===== config.mk =====
export PLATFORM = sky130hd
export DESIGN_NAME = snap_capture_ctrl
export DESIGN_NICKNAME = d
export VERILOG_FILES = /design/src/rtl/snap_pkg.sv /design/src/rtl/snap_capture_ctrl.sv
export SDC_FILE = /design/constraint.sdc
export NUM_CORES = 1
export LEC_CHECK = 0
export CAP_MARGIN = 20
export CORE_AREA = 2 2 76 78
export CTS_BUF_LIST = sky130_fd_sc_hd__clkbuf_16
export CTS_CLUSTER_SIZE = 24
export DETAILED_ROUTE_END_ITERATION = 8
export DIE_AREA = 0 0 78 80
export DONT_BUFFER_PORTS = 1
export PLACE_DENSITY = 0.79
export RECOVER_POWER = 50
export SLEW_MARGIN = 20
export SYNTH_ARGS = -nofsm -noshare
export SYNTH_HDL_FRONTEND = slang
export SYNTH_SLANG_ARGS = --single-unit

===== constraint.sdc =====
create_clock -name user_clk -period 3.2 [get_ports user_clk]
set_clock_uncertainty 0.15 [all_clocks]
set_input_delay 0.64 -clock user_clk [delete_from_list [all_inputs] [get_ports user_clk]]
set_output_delay 0.64 -clock user_clk [all_outputs]
set_load 0.05 [all_outputs]

===== src/rtl/snap_pkg.sv =====
// Shared definitions for the snapshot capture controller: FSM states,
// software control-word bit positions and status-word bit positions.
package snap_pkg;

  typedef enum logic [1:0] {
    S_IDLE    = 2'd0,
    S_ARMED   = 2'd1,
    S_CAPTURE = 2'd2,
    S_DONE    = 2'd3
  } snap_state_e;

  localparam int CTRL_EN       = 0;
  localparam int CTRL_TRIG_SRC = 1;

  localparam int ST_DONE  = 31;
  localparam int ST_BUSY  = 30;
  localparam int ST_ARMED = 29;

endpackage


===== src/rtl/snap_capture_ctrl.sv =====
// Snapshot capture controller: arms on an enable rising edge, optionally waits
// for a trigger, then streams 2^ADDR_WIDTH samples into a BRAM write port.
// Optional macro SNAP_TIMESTAMP_EN adds a free-running cycle counter latched at trigger.
module snap_capture_ctrl
  import snap_pkg::*;
#(
  parameter int DATA_WIDTH = 32,
  parameter int ADDR_WIDTH = 10
) (
  input  logic                  user_clk,
  input  logic                  user_rst_n,
  input  logic [31:0]           ctrl,
  input  logic [DATA_WIDTH-1:0] din,
  input  logic                  din_vld,
  input  logic                  trig,
  output logic [ADDR_WIDTH-1:0] bram_addr,
  output logic [DATA_WIDTH-1:0] bram_data,
  output logic                  bram_we,
  output logic [31:0]           status,
  output logic [31:0]           tstamp
);

  // din/trig carry meaning only on cycles with din_vld=1; there is no
  // backpressure, every valid sample seen in CAPTURE is written one cycle later.
  localparam logic [ADDR_WIDTH:0] FULL = {1'b1, {ADDR_WIDTH{1'b0}}};
  localparam logic [ADDR_WIDTH:0] ONE  = {{ADDR_WIDTH{1'b0}}, 1'b1};

  snap_state_e           state_q, state_d;
  logic                  en_q;
  logic [ADDR_WIDTH:0]   count_q, count_d, count_inc;
  logic [ADDR_WIDTH-1:0] bram_addr_q, bram_addr_d;
  logic [DATA_WIDTH-1:0] bram_data_q, bram_data_d;
  logic                  bram_we_q, bram_we_d;
  logic [31:0]           status_q, status_d;
  logic                  en_rise;
  logic                  ctrl_unused;

  assign ctrl_unused = ^ctrl[31:2];
  assign en_rise     = ctrl[CTRL_EN] & ~en_q;
  assign count_inc   = count_q + ONE;

  always_comb begin
    state_d     = state_q;
    count_d     = count_q;
    bram_addr_d = bram_addr_q;
    bram_data_d = bram_data_q;
    bram_we_d   = 1'b0;
    unique case (state_q)
      S_IDLE, S_DONE: begin
        if (en_rise) begin
          state_d = S_ARMED;
          count_d = '0;
        end
      end
      S_ARMED: begin
        if (!ctrl[CTRL_EN]) begin
          state_d = S_IDLE;
        end else if (!ctrl[CTRL_TRIG_SRC]) begin
          state_d = S_CAPTURE;
        end else if (din_vld && trig) begin
          // The triggering sample itself lands at address 0.
          bram_we_d   = 1'b1;
          bram_addr_d = '0;
          bram_data_d = din;
          count_d     = ONE;
          state_d     = S_CAPTURE;
        end
      end
      S_CAPTURE: begin
        if (!ctrl[CTRL_EN]) begin
          state_d = S_IDLE;
        end else if (din_vld) begin
          bram_we_d   = 1'b1;
          bram_addr_d = count_q[ADDR_WIDTH-1:0];
          bram_data_d = din;
          count_d     = count_inc;
          if (count_inc == FULL) state_d = S_DONE;
        end
      end
      default: state_d = S_IDLE;
    endcase
  end

  always_comb begin
    status_d                 = '0;
    status_d[ST_DONE]        = (state_d == S_DONE);
    status_d[ST_BUSY]        = (state_d == S_CAPTURE);
    status_d[ST_ARMED]       = (state_d == S_ARMED);
    status_d[ADDR_WIDTH:0]   = count_d;
  end

  always_ff @(posedge user_clk or negedge user_rst_n) begin
    if (!user_rst_n) begin
      state_q     <= S_IDLE;
      en_q        <= 1'b0;
      count_q     <= '0;
      bram_addr_q <= '0;
      bram_data_q <= '0;
      bram_we_q   <= 1'b0;
      status_q    <= '0;
    end else begin
      state_q     <= state_d;
      en_q        <= ctrl[CTRL_EN];
      count_q     <= count_d;
      bram_addr_q <= bram_addr_d;
      bram_data_q <= bram_data_d;
      bram_we_q   <= bram_we_d;
      status_q    <= status_d;
    end
  end

  assign bram_addr = bram_addr_q;
  assign bram_data = bram_data_q;
  assign bram_we   = bram_we_q;
  assign status    = status_q;

`ifdef SNAP_TIMESTAMP_EN
  logic [31:0] cyc_q, tstamp_q;

  always_ff @(posedge user_clk or negedge user_rst_n) begin
    if (!user_rst_n) begin
      cyc_q    <= '0;
      tstamp_q <= '0;
    end else begin
      cyc_q <= cyc_q + 32'd1;
      if (state_q == S_ARMED && state_d == S_CAPTURE) tstamp_q <= cyc_q;
    end
  end

  assign tstamp = tstamp_q;
`else
  assign tstamp = '0;
`endif

endmodule


After elaboration in Yosys (flattened, before gate mapping). Cells that the tools add are included.

Bits in registers: 71. Bits of input ports: 68. Output and inout port bits: 107. Word-level logic and storage cells: 60.

$add $sub $neg: 1. Equal/unequal tests: 12. Muxes and demuxes: 33. Bitwise gates (word level): 2. Reductions and logical operators: 5.

Operators by type and width (number): 32-bit two-way mux (5); 11-bit two-way mux (6); 32-bit case mux with 2 select lines (1); 10-bit two-way mux (5); 11-bit case mux with 3 select lines (1); 10-bit case mux with 2 select lines (1); 2-bit two-way mux (7); 11-bit by 1-bit adder with 11-bit output (second input constant) (1); 11-bit equality test (second input constant) (1); 2-bit != test (second input constant) (5); 2-bit equality test (second input constant) (4); 2-bit case mux with 3 select lines (1); 6-bit AND reduction (1); 1-bit two-way mux (5); 2-bit by 1-bit equality test with 1-bit output (second input constant) (2); 2-bit zero test (1); 1-bit case mux with 2 select lines (1); 2-bit nonzero test (1); 2-bit OR reduction (1); 1-bit AND (1); 1-bit logical AND (1); 1-bit NOT (1).

Depth between registers and ports, before layout. Gate-level depths: netlist of the first run.

Word-level depth: 7. Gate-level depth with buffers: 10. Gate-level depth less buffers: 7.

Worst setup path after synthesis of the first run. OpenSTA, ideal clock, no wires.

Path type: register to register. Start point: register count_q[1]. End point: register status_q[30], in the netlist status[30]. Library setup time: 0.119 ns. Data arrival time: 2.306 ns. Data required time: 2.931 ns. Path slack: 0.625 ns. Cell stages (with the launch flop): 7. Buffers on the path: 0. Clock period less this slack: 2.575 ns. Cells stage by stage: dfrtp_1 > ha_1 > nand3_1 > or4b_1 > a22oi_1 > a211oi_1 > o21a_1.

Longest elaborated chain between the ends: 7.

RTL lines: from (decl) (RTL line snap_capture_ctrl.sv:30) `logic [ADDR_WIDTH:0] count_q, count_d, count_inc;`; from (signal assigned) (RTL line snap_capture_ctrl.sv:104) `count_q <= count_d;`; 11-bit by 1-bit adder with 11-bit output (RTL line snap_capture_ctrl.sv:40) `assign count_inc = count_q + ONE;`; 11-bit equality test (RTL line snap_capture_ctrl.sv:77) `if (count_inc == FULL) state_d = S_DONE;`; 2-bit two-way mux (RTL line snap_capture_ctrl.sv:77); 2-bit two-way mux (RTL line snap_capture_ctrl.sv:72) `end else if (din_vld) begin`; 2-bit two-way mux (RTL line snap_capture_ctrl.sv:70) `if (!ctrl[CTRL_EN]) begin`; 2-bit case mux with 3 select lines (RTL line snap_capture_ctrl.sv:48) `unique case (state_q)`; 2-bit equality test (RTL line snap_capture_ctrl.sv:87) `status_d[ST_BUSY] = (state_d == S_CAPTURE);`; named net status_d[30] (RTL line snap_capture_ctrl.sv:34) `logic [31:0] status_q, status_d;`; to (signal assigned) (RTL line snap_capture_ctrl.sv:108) `status_q <= status_d;`; to (decl) (RTL line snap_capture_ctrl.sv:34).

The timed path passes the listed nets, and every way through them passes these cells. A chain may end at the register's enable or synchronous reset.

Final worst setup path of the first run.
Start point: register count_q[7]. End point: register status_q[30], in the netlist status[30].

The elaborated chain is that of the path after synthesis.

==> results of run 1 <==
==> report_power, final <==
part | leakage [nW] | switching (mW) | internal (mW)
combinational | 0.790 | 0.472 | 0.183
sequential | 0.794 | 0.847 | 0.957
clock | 0.141 | 0.318 | 0.590
==> what timing repair did <==
item,4_1_cts,5_1_grt
setup endpoints to repair,0,0
hold buffers,1,0
endpoints found under the hold margin,60,0
==> critical path, cell delays in order, from the launching register on <==
cell and delay, ns:
sky130_fd_sc_hd__dfrtp_1 0.37, sky130_fd_sc_hd__clkbuf_1 0.62, sky130_fd_sc_hd__nand3_1 0.18, sky130_fd_sc_hd__a2111oi_2 0.52
sky130_fd_sc_hd__a211oi_1 0.24, sky130_fd_sc_hd__o21a_1 0.22
==> cells by family (layout without fill, tap and decap cells) <==
logic type / after synthesis / after routing / share of synthesized area (%)
adders and majority gates: 3 / 3 / 1.19
buffers and inverters: 75 / 34 / 15.3
and+or+nand+nor: 147 / 147 / 20.3
AOI/OAI and AO/OA: 62 / 62 / 14.0
DFF: 60 / 60 / 47.4
muxes: 1 / 1 / 0.356
other: 1 / 50 / 0.118
xor gates and xnor gates: 5 / 5 / 1.38
==> area by class of cell <==
| class | instances | area, µm² |
|---|---|---|
| clock buffer | 9 | 225 |
| clock inverter | 7 | 58.8 |
| fill | 456 | 2050 |
| inverter | 5 | 18.8 |
| multi-input combinational | 268 | 1370 |
| sequential | 60 | 1500 |
| tap | 72 | 90.1 |
| timing repair buffer | 13 | 91.3 |
==> layout by cell type, fill, tap and decap left out, drive strengths merged, types with 3 or more instances in the layout <==
| master | n |
|---|---|
| nand2 | 107 |
| dfrtp | 60 |
| conb | 50 |
| a22o | 14 |
| o21ai | 13 |
| buf | 11 |
| clkbuf | 11 |
| a21oi | 9 |
| nand3 | 8 |
| nor2 | 8 |
| inv | 6 |
| a22oi | 5 |
| nor3 | 5 |
| nand4 | 4 |
| clkinv | 4 |
| and3 | 3 |
| o31ai | 3 |
| xnor2 | 3 |
| ha | 3 |
==> Yosys cell counts, drive strengths merged (3+ instances only) <==
| master | n | share of area, % |
|---|---|---|
| nand2 | 107 | 13 |
| dfrtp | 60 | 47 |
| buf | 57 | 13 |
| a22o | 14 | 3.9 |
| clkbuf | 13 | 1.5 |
| o21ai | 13 | 2.1 |
| a21oi | 9 | 1.4 |
| nand3 | 8 | 1.4 |
| nor2 | 8 | 0.95 |
| a22oi | 5 | 1.2 |
| inv | 5 | 0.59 |
| nor3 | 5 | 0.95 |
| nand4 | 4 | 0.79 |
| and3 | 3 | 0.59 |
| ha | 3 | 1.2 |
| o31ai | 3 | 0.71 |
| xnor2 | 3 | 0.83 |
==> routing by layer <==
layer | wire length [µm] | part of all wire, % | up-vias | GRT usage, %
met5 | 0 | 0 | - | 0
met2 | 2980 | 47 | 122 | 32.3
li1 | - | - | 1097 | -
met4 | 69 | 1.1 | 0 | 7.72
met3 | 637 | 10 | 8 | 7.47
met1 | 2670 | 42 | 1090 | 25.3
==> worst max path at each step <==
stage / endpoint / slack (ns) / cells after the start
after CTS: status[30] / 0.78 / 5
after global routing: status[30] / 0.63 / 5
after floorplan: status[30] / 0.63 / 6
after global placement: status[30] / 0.81 / 5
final: status[30] / 0.80 / 5
after detailed placement: status[30] / 0.81 / 5
==> sequential cells by signal, indices dropped and copies added, names as in the netlist <==
| register | count |
|---|---|
| bram_data | 32 |
| bram_addr | 10 |
| count_q | 10 |
| status | 4 |
| state_q | 2 |
| bram_we | 1 |
| en_q | 1 |
==> through the flow <==
| stage | setup WS, ns | power, mW |
|---|---|---|
| after floorplan | 0.625 | 2.37 |
| after global placement | 0.814 | 2.43 |
| after detailed placement | 0.814 | 2.46 |
| after CTS | 0.785 | 3.40 |
| after global routing | 0.633 | 3.54 |
| final | 0.796 | 3.37 |
==> qor.log, run 1 <==
qor: worst_setup_path.path_max_fanout 6
qor: global_route.vias_in_the_first_global_route 2,095
qor: power.p_leak 1.73 nW
qor: worst_setup_path.worst_setup_path_startpoint count_q[7]
qor: clock_network.cts_repair_resize_count 0
qor: floorplanning.top_level_ports 175
qor: worst_setup_path.r2r-end status[30]
qor: worst_setup_path.reg2reg_start count_q[7]
qor: global_route.first_pass_grt_wire_length 9930 µm
qor: clock_network.clockBufferDepth 2
qor: worst_setup_path.worst_ep_required_time 3.26 ns
qor: yosys.post_synth.cell_area_avg 8.95 µm²
qor: final_layout.syn2layout_area_growth 5.93%
qor: yosys.synth_cell_type_count 46
qor: placed_design.post_place_instance_area 0.00307 mm²
qor: worst_setup_path.critical_path_end_type flip-flop
qor: drt.postRouteAntennaNets 0
qor: global_route.globalRouteOverflowTotal 0
qor: yosys.number_of_enable_type_register_cells_in_the_synthesized_netlist 0
qor: timing.max_clock_freq 0.416 GHz
qor: yosys.synth_async_sr_flop_share 100%
qor: global_route.grt_max_degree 61
qor: final_layout.final_cell_count_no_fill 434
qor: clock_network.numClockSinks 60
qor: clock_network.postCtsSetupBuffers 0
qor: worst_setup_path.critPathLaunchType flip-flop
qor: global_route.antenna_found_initial 0
qor: floorplanning.rows 27
qor: worst_setup_path.r2r.worst_path.cells 5
qor: timing.max_slew_margin 4.60%
qor: clock_network.insertion_delay 0.32 ns
qor: timing.finalSetupViolations 0
qor: worst_setup_path.critical_path_arrival 2.46 ns
qor: placed_design.place.gp.congestion 0.860
qor: yosys.synth-warning-count 0
qor: final_layout.finish.net_count 428
qor: worst_setup_path.r2r_setup_slack 0.80 ns
qor: clock_network.number_of_cts_inserted_buffers 9
qor: drt.post_drt_wl_per_cell 14.7 µm
qor: clock_network.path_clk_slew 0.05 ns
qor: min_path.hold_class in2reg
qor: power.power.density_cell_area 1000 mW/mm²
qor: timing.tightestPinTransition 1.43 ns
qor: final_layout.utilization 62.1%
qor: power.vdd_drop_max 0.000560 V
qor: final_layout.post-route-cell-area 0.00335 mm²
qor: run_status.run_status complete, no violations
qor: yosys.synthesis.area 0.00317 mm²
qor: drt.routed_vias 2,317
qor: timing.setup_repair_after_global_routing_missed_its_margin false
qor: placed_design.dp_cells 417
qor: global_route.grt_util_all_layers 20.3%
qor: drt.dr.first_iter.drc_count 109
qor: min_path.hold_path_end en_q
qor: timing.finalHoldWorstSlack 0.197 ns
qor: placed_design.io_buffer_count 0
qor: floorplanning.fp.dieArea 0.00624 mm²
qor: clock_network.clockRootBuffer sky130_fd_sc_hd__clkbuf_16
qor: timing.fin_crit 2.40 ns
qor: timing.finalSetupTns 0 ns
qor: yosys.post_synth_inst_count 354
qor: min_path.hold_path_startpoint ctrl[0]
qor: drt.detail_route.wirelength 6360 µm
qor: drt.first_pass_iters 5
qor: timing.report.final.hold_viol_count 0
qor: yosys.synth_seq_area_share 47.4%
qor: placed_design.place_hpwl 4510 µm
qor: final_layout.count_of_inserted_antenna_diode_cells 0
qor: yosys.synth_flop_cell sky130_fd_sc_hd__dfrtp_1
qor: timing.post-route-period-util 75.1%
qor: floorplanning.placeableCoreArea 0.00541 mm²
qor: yosys.synth.ff_latch_count 60
qor: clock_network.clock_tree.htree_level_count 3
qor: clock_network.cts_tree yes
qor: floorplanning.die_width 78 µm
qor: timing.finalMaxSlewViolations 0
qor: worst_setup_path.critical_path_class reg2reg
qor: min_path.worst_hold_path.num_cells 0
qor: drt.drcViolationCount 0
qor: drt.route.detailed.vias_per_inst 5.34
qor: floorplanning.die_height 80 µm
qor: floorplanning.initial_utilization 58.6%
qor: final_layout.post_route_cells_drive_above_1_share 9.12%
qor: flow_run.maxCapViolations 0
Power figures use the tool's default switching activity.
==> run 2, diff against run 1 <==
--- a/config.mk
+++ b/config.mk
@@ -6,11 +6,11 @@
 export NUM_CORES = 1
 export LEC_CHECK = 0
 export CAP_MARGIN = 20
-export CORE_AREA = 2 2 76 78
+export CORE_AREA = 2 2 78 80
 export CTS_BUF_LIST = sky130_fd_sc_hd__clkbuf_16
 export CTS_CLUSTER_SIZE = 24
 export DETAILED_ROUTE_END_ITERATION = 8
-export DIE_AREA = 0 0 78 80
+export DIE_AREA = 0 0 80 82
 export DONT_BUFFER_PORTS = 1
 export PLACE_DENSITY = 0.79
 export RECOVER_POWER = 50
==> constraint.sdc (replaced) <==
create_clock -name user_clk -period 2 [get_ports user_clk]
set_clock_uncertainty 0.15 [all_clocks]
set_input_delay 0.4 -clock user_clk [delete_from_list [all_inputs] [get_ports user_clk]]
set_output_delay 0.4 -clock user_clk [all_outputs]
set_load 0.05 [all_outputs]
==> run 2 against run 1 <==
- the run now ends with setup timing left
- largest power group unchanged
- hold slack worse by 0.16 ns
- setup slack worse by 0.96 ns
- cell count up 9.0%
- non-clock buffer count up 35
==> qor.log, run 2 (synthesis gave the netlist of run 1 again) <==
qor: run_status.run_status finished with violations
qor: run_status.failed_checks setup timing
qor: timing.post-route-period-util 108%
qor: min_path.hold_path_end bram_data[4]
qor: placed_design.io_buffer_count 0
qor: worst_setup_path.r2r.worst_path.cells 7
qor: global_route.globalRouteOverflowTotal 0
qor: min_path.worst_hold_path.num_cells 2
qor: final_layout.layout_common_cells sky130_fd_sc_hd__nand2_1, sky130_fd_sc_hd__conb_1, sky130_fd_sc_hd__dfrtp_1
qor: global_route.grt_util_all_layers 21.2%
qor: placed_design.place.gp.congestion 0.906
qor: floorplanning.die_height 82 µm
qor: floorplanning.die_width 80 µm
qor: floorplanning.rows 28
qor: placed_design.place_hpwl 4950 µm
qor: timing.layout_setup_ws -0.162 ns
qor: clock_network.clock_tree.htree_level_count 3
qor: clock_network.numClockSinks 60
qor: clock_network.clockRootBuffer sky130_fd_sc_hd__clkbuf_16
qor: global_route.first_pass_grt_wire_length 10,700 µm
qor: drt.drcViolationCount 0
qor: drt.post_drt_wl_per_cell 16.2 µm
qor: final_layout.most_frequent_standard_cell_in_the_layout_excluding_fill_and_tap_cells sky130_fd_sc_hd__nand2_1
qor: timing.finalHoldWorstSlack 0.0355 ns
qor: worst_setup_path.r2r-end status[30]
qor: worst_setup_path.critPathLaunchType flip-flop
qor: floorplanning.initial_utilization 55.1%
qor: timing.finalMaxSlewViolations 0
qor: worst_setup_path.critical_path_arrival 2.22 ns
qor: drt.first_pass_iters 6
qor: final_layout.number_of_flip_flops_under_the_largest_register_name 32
qor: flow_run.maxCapViolations 0
qor: final_layout.post_route_cells_drive_above_1_share 22.6%
qor: clock_network.insertion_delay 0.32 ns
qor: timing.setup_repair_after_global_routing_missed_its_margin true
qor: clock_network.cts_tree yes
qor: clock_network.path_clk_slew 0.05 ns
qor: worst_setup_path.path_max_fanout 4
qor: floorplanning.fp.dieArea 0.00656 mm²
qor: power.power.density_cell_area 1470 mW/mm²
qor: timing.max_slew_margin 45.1%
qor: power.p_leak 1.89 nW
qor: drt.routed_vias 2,582
qor: drt.detail_route.wirelength 7670 µm
qor: worst_setup_path.critical_path_class reg2reg
qor: min_path.hold_class in2reg
qor: power.vdd_drop_max 0.00103 V
qor: timing.finalSetupViolations 5
qor: floorplanning.top_level_ports 175
qor: worst_setup_path.critical_path_end_type flip-flop
qor: clock_network.clockBufferDepth 2
qor: final_layout.utilization 65.6%
qor: timing.fin_crit 2.16 ns
qor: drt.postRouteAntennaNets 0
qor: floorplanning.placeableCoreArea 0.00575 mm²
qor: global_route.vias_in_the_first_global_route 2,297
qor: min_path.hold_path_startpoint din[4]
qor: clock_network.number_of_cts_inserted_buffers 9
qor: timing.tightestPinTransition 0.824 ns
qor: final_layout.finish.net_count 464
qor: global_route.grt_max_degree 61
qor: global_route.antenna_found_initial 0
qor: timing.max_clock_freq 0.463 GHz
qor: worst_setup_path.reg2reg_start count_q[1]
qor: worst_setup_path.r2r_setup_slack -0.16 ns
qor: final_layout.count_of_inserted_antenna_diode_cells 0
qor: timing.report.final.hold_viol_count 0
qor: worst_setup_path.worst_ep_required_time 2.06 ns
qor: drt.dr.first_iter.drc_count 183
qor: timing.finalSetupTns -0.477 ns
qor: drt.route.detailed.vias_per_inst 5.46
qor: final_layout.syn2layout_area_growth 19.0%
==> run 2: routing by layer <==
metal	up-vias	wire, µm	global-route usage, %
li1	1172	-	-
met1	1240	2990	25.4
met2	154	3790	34.9
met4	0	174	9.49
met3	16	712	7.03
met5	-	0	0
==> run 2: layout make-up <==
class                      count  area (µm²)
inverter                       5        18.8
timing repair buffer          48         389
clock inverter                 7        35.0
fill                         458        1980
clock buffer                   9         225
sequential                    60        1520
tap                           75        93.8
multi-input combinational    269        1490
==> run 2: report_power, final <==
part	total (mW)	internal [mW]	switching [mW]
Combinational	1.31	0.464	0.851
Sequential	2.89	1.53	1.36
Clock	1.33	0.818	0.517
==> run 2: what timing repair did <==
| item | 4_1_cts | 5_1_grt |
|---|---|---|
| gates resized for setup | 7 | 8 |
| pin swaps | 9 | 6 |
| hold buffers | 3 | 0 |
| endpoints found under the setup margin | 36 | 37 |
| buffers inserted | 2 | 7 |
| hold endpoints to repair | 61 | 0 |
| gates cloned | 0 | 1 |
==> run 2: critical path, cell delays in order (launching register included) <==
cell and delay, ns:
sky130_fd_sc_hd__dfrtp_4 0.50, sky130_fd_sc_hd__buf_6 0.14, sky130_fd_sc_hd__and3_4 0.19, sky130_fd_sc_hd__a21o_1 0.19, sky130_fd_sc_hd__a2111oi_4 0.45, sky130_fd_sc_hd__buf_4 0.20, sky130_fd_sc_hd__a211oi_4 0.07, sky130_fd_sc_hd__o21a_1 0.17
==> run 2: how the worst max path moves through the flow <==
stage,start,end,slack (ns),cells past startpoint
3_5_place_dp,state_q[1],bram_data[23],-0.33,7
4_1_cts,count_q[1],status[31],-0.08,6
5_1_grt,count_q[1],status[30],-0.18,7
2_1_floorplan,count_q[1],status[31],-0.14,6
6_report,count_q[1],status[30],-0.16,7
3_3_place_gp,state_q[1],bram_data[17],-0.17,7
==> run 2: metrics by stage <==
step / std cells / area (µm²) / worst slack (ns) / power (mW)
3_3_place_gp: 444 / 3350 / -0.172 / 4.05
3_5_place_dp: 444 / 3350 / -0.331 / 4.11
5_1_grt: 473 / 3770 / -0.179 / 5.81
6_report: 473 / 3770 / -0.162 / 5.54
2_1_floorplan: 403 / 3440 / -0.140 / 3.80
4_1_cts: 465 / 3710 / -0.0836 / 5.51
